==> src/rtl/id_issue_stage.sv <==
// Registered MIPS decode/issue stage with an internal load-use scoreboard.
// Optional feature: define ID_STALL_CNT_EN to build the load-use stall counter.
module id_issue_stage #(
  parameter int unsigned ADDR_WIDTH     = 32,
  parameter int unsigned DATA_WIDTH     = 32,
  parameter int unsigned REG_ADDR_WIDTH = 5,
  parameter int unsigned LOAD_LAT       = 2
) (
  input  logic                      clk,
  input  logic                      rst_n,
  input  logic                      in_valid,
  output logic                      in_ready,
  input  logic [ADDR_WIDTH-1:0]     in_pc,
  input  logic [31:0]               in_inst,
  input  logic                      flush,
  output logic                      reg_read_en_1,
  output logic                      reg_read_en_2,
  output logic [REG_ADDR_WIDTH-1:0] reg_addr_1,
  output logic [REG_ADDR_WIDTH-1:0] reg_addr_2,
  input  logic [DATA_WIDTH-1:0]     reg_data_1,
  input  logic [DATA_WIDTH-1:0]     reg_data_2,
  output logic                      out_valid,
  input  logic                      out_ready,
  output logic [ADDR_WIDTH-1:0]     out_pc,
  output logic [5:0]                out_op,
  output logic [5:0]                out_funct,
  output logic [4:0]                out_shamt,
  output logic [DATA_WIDTH-1:0]     out_rs_data,
  output logic [DATA_WIDTH-1:0]     out_rt_data,
  output logic [DATA_WIDTH-1:0]     out_imm,
  output logic                      out_wr_en,
  output logic [REG_ADDR_WIDTH-1:0] out_wr_addr,
  output logic                      out_is_load,
  output logic                      out_is_store,
  output logic [31:0]               stall_cnt
);

  logic [5:0]                op;
  logic [REG_ADDR_WIDTH-1:0] rs, rt, rd, dst;
  logic                      use_rs, use_rt, has_wr, wr_en_c;
  logic                      is_load, is_store, zext;
  logic [DATA_WIDTH-1:0]     imm_ext;
  logic                      adv, hazard, src_hit, accept;

  logic [LOAD_LAT-1:0]       sb_v_q, sb_v_d;
  logic [REG_ADDR_WIDTH-1:0] sb_a_q [LOAD_LAT];
  logic [REG_ADDR_WIDTH-1:0] sb_a_d [LOAD_LAT];

  assign op       = in_inst[31:26];
  assign rs       = REG_ADDR_WIDTH'(in_inst[25:21]);
  assign rt       = REG_ADDR_WIDTH'(in_inst[20:16]);
  assign rd       = REG_ADDR_WIDTH'(in_inst[15:11]);
  assign is_load  = (op[5:3] == 3'b100);
  assign is_store = (op[5:3] == 3'b101);
  assign zext     = (op[5:2] == 4'b0011);
  assign imm_ext  = zext ? {{(DATA_WIDTH-16){1'b0}}, in_inst[15:0]}
                         : {{(DATA_WIDTH-16){in_inst[15]}}, in_inst[15:0]};

  // Instruction class -> source usage and writeback destination
  always_comb begin
    use_rs = 1'b0;
    use_rt = 1'b0;
    has_wr = 1'b0;
    dst    = '0;
    if (op == 6'b000000) begin
      use_rs = 1'b1;
      use_rt = 1'b1;
      has_wr = 1'b1;
      dst    = rd;
    end else if (op[5:3] == 3'b001 || is_load) begin
      use_rs = 1'b1;
      has_wr = 1'b1;
      dst    = rt;
    end else if (is_store || op[5:1] == 5'b00010) begin
      use_rs = 1'b1;
      use_rt = 1'b1;
    end else if (op == 6'b000011) begin
      has_wr = 1'b1;
      dst    = REG_ADDR_WIDTH'(5'd31);
    end
  end

  assign wr_en_c       = has_wr && (dst != '0);
  assign reg_read_en_1 = use_rs;
  assign reg_read_en_2 = use_rt;
  assign reg_addr_1    = rs;
  assign reg_addr_2    = rt;

  always_comb begin
    src_hit = 1'b0;
    for (int i = 0; i < int'(LOAD_LAT); i++) begin
      if (sb_v_q[i] && ((use_rs && rs != '0 && sb_a_q[i] == rs) ||
                        (use_rt && rt != '0 && sb_a_q[i] == rt)))
        src_hit = 1'b1;
    end
  end

  assign adv      = !out_valid || out_ready;
  assign hazard   = in_valid && src_hit;
  assign in_ready = flush || (adv && !hazard);
  assign accept   = in_valid && in_ready && !flush;

  // Slot0 always tracks the load now in ID/EX, so a flush kills it before the shift
  always_comb begin
    sb_v_d = sb_v_q;
    sb_a_d = sb_a_q;
    if (adv || flush) begin
      for (int i = int'(LOAD_LAT) - 1; i > 0; i--) begin
        sb_v_d[i] = sb_v_q[i-1] && !(flush && i == 1);
        sb_a_d[i] = sb_a_q[i-1];
      end
      sb_v_d[0] = accept && is_load;
      sb_a_d[0] = rt;
    end
  end

  always_ff @(posedge clk or negedge rst_n) begin
    if (!rst_n) begin
      sb_v_q <= '0;
      for (int i = 0; i < int'(LOAD_LAT); i++) sb_a_q[i] <= '0;
    end else begin
      sb_v_q <= sb_v_d;
      sb_a_q <= sb_a_d;
    end
  end

  // ID/EX bundle register; flush kills even under backpressure
  always_ff @(posedge clk or negedge rst_n) begin
    if (!rst_n) begin
      out_valid    <= 1'b0;
      out_pc       <= '0;
      out_op       <= '0;
      out_funct    <= '0;
      out_shamt    <= '0;
      out_rs_data  <= '0;
      out_rt_data  <= '0;
      out_imm      <= '0;
      out_wr_en    <= 1'b0;
      out_wr_addr  <= '0;
      out_is_load  <= 1'b0;
      out_is_store <= 1'b0;
    end else if (flush) begin
      out_valid <= 1'b0;
    end else if (adv) begin
      out_valid <= accept;
      if (accept) begin
        out_pc       <= in_pc;
        out_op       <= op;
        out_funct    <= in_inst[5:0];
        out_shamt    <= in_inst[10:6];
        out_rs_data  <= reg_data_1;
        out_rt_data  <= reg_data_2;
        out_imm      <= imm_ext;
        out_wr_en    <= wr_en_c;
        out_wr_addr  <= dst;
        out_is_load  <= is_load;
        out_is_store <= is_store;
      end
    end
  end

`ifdef ID_STALL_CNT_EN
  logic [31:0] stall_cnt_q;

  always_ff @(posedge clk or negedge rst_n) begin
    if (!rst_n) stall_cnt_q <= '0;
    else if (hazard && adv && !flush) stall_cnt_q <= stall_cnt_q + 32'd1;
  end

  assign stall_cnt = stall_cnt_q;
`else
  assign stall_cnt = '0;
`endif

endmodule

==> config.mk <==
export PLATFORM = sky130hd
export DESIGN_NAME = id_issue_stage
export DESIGN_NICKNAME = d
export VERILOG_FILES = /design/src/rtl/id_issue_stage.sv
export SDC_FILE = /design/constraint.sdc
export NUM_CORES = 1
export LEC_CHECK = 0
export BUFFER_PORTS_ARGS = -buffer_cell sky130_fd_sc_hd__buf_2
export CORE_AREA = 2 2 130 132
export CTS_BUF_LIST = sky130_fd_sc_hd__clkbuf_4
export DETAILED_ROUTE_END_ITERATION = 8
export DIE_AREA = 0 0 132 134
export GPL_TIMING_DRIVEN = 0
export PLACE_DENSITY = 0.75
export REMOVE_ABC_BUFFERS = 1
export SLEW_MARGIN = 20
export SYNTH_ARGS = -nofsm -noshare
export SYNTH_HDL_FRONTEND = slang
export SYNTH_SLANG_ARGS = --single-unit
==> constraint.sdc <==
create_clock -name clk -period 2.63 [get_ports clk]
set_clock_uncertainty 0.05 [all_clocks]
set_input_delay 0.3945 -clock clk [delete_from_list [all_inputs] [get_ports clk]]
set_output_delay 0.3945 -clock clk [all_outputs]
set_load 0.03 [all_outputs]
==> metrics.md <==
| Metric | Value |
|---|---|
| Status | `finished clean` |
| Post-Route WL | `around 17000 µm` |
| Detail Placement HPWL | `around 11000 µm` |
| Syn avg cell area | `14.9 µm²` |
| Nets | `964` |
| Worst Path Class, Setup | `reg -> out` |
| Largest net degree at the start of global routing | `between 70 and 80` |
| Synth warnings | `0` |
| Total die area | `about 18000 µm²` |
| Share of cells above drive strength 1 | `0.565` |
| Vias per std cell | `between 4 and 5` |
| Fmax | `between 0.3 and 0.4 GHz` |
| Row count | `47` |
| Static Leak | `4.66 nW` |
| Die height | `about 130 µm` |
| Worst Reg2Reg Path Length in Cells | `7` |
| Maximum vdd drop | `~390 µV` |
| Most used DFF post-synth | `dfrtp_1` |
| Drt first pass iters | `4` |
| Clock latency on the worst-skew pair | `around 0.5 ns` |
| Pwr/cell area | `700 nW/µm²` |
| Hold EP | `out_rs_data[8]$_DFFE_PN0P_` |
| Clock sinks | `between 100 and 150` |
| Synth Cell Area | `around 6700 µm²` |
| First-iteration detailed-routing DRC count | `around 150` |
| Critical path capture point type | `output port` |
| Min-Delay Path Depth | `2` |
| Period minus WS final | `2.50 ns` |
| Critical path buffer and inverter count | `1` |
| Post-synth EDFFs | `0` |
| Total GRT Usage | `0.189` |
| Hold path start | `reg_data_1[8]` |
| CP max FO | `3` |
| Clock-pin slew on the worst setup and hold paths | `0.14 ns` |
| CP required | `about 2.2 ns` |
| Final period util | `0.951` |
| Worst Hold Margin | `0.0866 ns` |
| Post-synthesis sequential area ratio | `0.520` |
| Setup WS pre-CTS | `-0.582 ns` |
| CTS tree | `done` |
| Top Family by Delay on Critical Path | `compound AO/OA/AOI/OAI gates` |
| Num ports | `between 300 and 400` |
| Maximum buffer depth of the clock tree | `2` |
| Critical path data arrival time | `2.06 ns` |
| Placed cell area | `7950 µm²` |
| Max_slew headroom | `0.592` |
| Synth cell types | `38` |
| TritonCTS Buffers | `17` |
| First-pass GRT wire length | `~26000 µm` |
| Initial Util | `0.414` |
| Hold WC Path Type | `in -> reg` |
| Fin area | `~9400 µm²` |
| Die W | `between 100 and 150 µm` |
| Async SR Flop Fraction | `1.00` |
| Finished Layout Cells | `between 1000 and 1500` |
| Worst-margin pin slew | `around 0.6 ns` |
| Residual DRC | `0` |
| Worst stage delay on the critical path | `~0.43 ns` |
| Crit path depth | `7` |
| Worst Setup Slack, final | `between 0.1 and 0.15 ns` |
| Setup crit start kind | `flip-flop` |
| CTS root buffer | `clkbuf_4` |
| Syn Inst Count | `~450` |
| # port buffers | `approximately 300` |
| Initial antenna violation count | `1` |
| # setup viols final | `0` |
| Placer Congestion | `0.833` |
| H-tree depth | `4` |
| Critical path cell sequence | `xnor2_1, nand4_1, o22ai_2, o311a_4, a31o_2, a21oi_1, buf_4` |
| Slew Limit Fails | `0` |
| Dpl cells | `just over 900` |
| FF+latch count, synth | `140` |
| Max cap viols | `0` |
| R2R Setup Slk | `approximately 0.27 ns` |
| Slowest cell on crit path | `dfrtp_1` |
| Area Growth Syn to Fin | `39.2%` |
| Crit Reg-Reg Endpoint | `out_op[0]$_DFFE_PN0P_` |
| DR vias | `~5000` |
| Fin. Hold Viols | `0` |
| Core ar. | `between 15000 and 20000 µm²` |
| Total congestion overflow | `0` |
| Wire per inst | `around 16 µm` |
| DRT antenna net count | `0` |
| Post-Route Utilization | `0.576` |
| Reg2reg start | `sb_a_q[3]$_DFFE_PN0P_` |
| Vias in the first global route | `5104` |
[cell type report]
type,count,area [µm²]
Inverter,2,7.51
Timing Repair Buffer,414,2700
Clock buffer,17,128
Fill cell,1310,6900
Tap cell,220,275
Clock inverter,15,171
Antenna cell,1,2.50
Sequential cell,140,3500
Multi-Input combinational cell,256,2600
[stage by stage]
stage	power, mW	setup TNS [ns]
2_1_floorplan	4.25	-81.39
3_3_place_gp	4.95	-258.85
3_5_place_dp	5.00	-32.32
4_1_cts	6.61	0
5_1_grt	6.88	-0.0268
6_report	6.57	0
[repair_timing]
action | CTS | global route
setup endpoints to repair | 43 | 10
pin swaps | 2 | 1
hold buffers | 104 | 4
setup buffers | 3 | 0
cloned | 1 | 0
resized for setup | 3 | 5
endpoints found under the hold margin | 170 | 4
[layer usage]
metal  share of wire  track usage  vias up
li1                -            -     2234
met1            0.40        0.222     2388
met2            0.52        0.330      224
met3           0.065       0.0567       18
met4           0.016       0.0700        0
met5               0            0        -
[cells by family after synthesis]
kind of cell	Yosys count	share of synthesized area
flip-flops	140	0.520
buffers and inverters	89	0.117
XOR/XNOR	21	0.0273
multiplexers	128	0.269
AND/OR/NAND/NOR	40	0.0345
AO/OA/AOI/OAI	34	0.0325
other	1	0.000556
[power by group]
part | switching [mW] | leakage, nW | internal [mW] | total (mW)
Clock | 0.932 | 0.166 | 0.531 | 1.46
Sequential | 0.229 | 1.66 | 2.50 | 2.73
Combinational | 1.43 | 2.83 | 0.949 | 2.38
Total | 2.59 | 4.66 | 3.98 | 6.57
[sequential cells by signal, indices dropped and copies added (netlist names), 2 cells and up]
name	count
out_funct	5
out_pc	32
out_rt_data	32
out_rs_data	32
out_imm	8
out_shamt	4
sb_v_q	2
sb_a_q	10
out_op	6
out_wr_addr	5
[how the worst max path moves through the flow]
stage	startpoint	end	slack (ns)
6_report	sb_a_q[3]$_DFFE_PN0P_	in_ready	0.13
5_1_grt	sb_a_q[5]$_DFFE_PN0P_	in_ready	-0.03
4_1_cts	sb_a_q[3]$_DFFE_PN0P_	in_ready	0.02
3_5_place_dp	in_inst[18]	out_rs_data[13]$_DFFE_PN0P_	-0.58
3_3_place_gp	in_inst[18]	out_rs_data[13]$_DFFE_PN0P_	-1.35
2_1_floorplan	out_imm[30]$_DFFE_PN0P_	out_imm[30]$_DFFE_PN0P_	-1.14
[cell usage in the layout, fill, tap and decap left out, types with 5 or more instances in the layout]
cell type	count
buf_2	297
dfrtp_1	139
dlygate4sd3_1	108
mux2_4	99
conb_1	32
mux2_2	29
xnor2_1	21
clkbuf_4	17
nand2_1	12
o21ai_0	9
o22ai_1	6
nor3b_1	6
o21ai_1	6
inv_8	6
inv_6	5
[synth_stat cells, types with 6 or more instances]
| cell type | count | area (µm²) |
|---|---|---|
| buf_12 | 11 | 220 |
| buf_4 | 70 | 526 |
| dfrtp_1 | 140 | 3500 |
| mux2_2 | 29 | 327 |
| mux2_4 | 99 | 1490 |
| nand2_1 | 12 | 45.0 |
| nor3b_1 | 6 | 45.0 |
| o21ai_0 | 9 | 45.0 |
| o21ai_1 | 6 | 30.0 |
| o22ai_1 | 7 | 43.8 |
| xnor2_1 | 21 | 184 |
(Power assumes the default switching activity.)
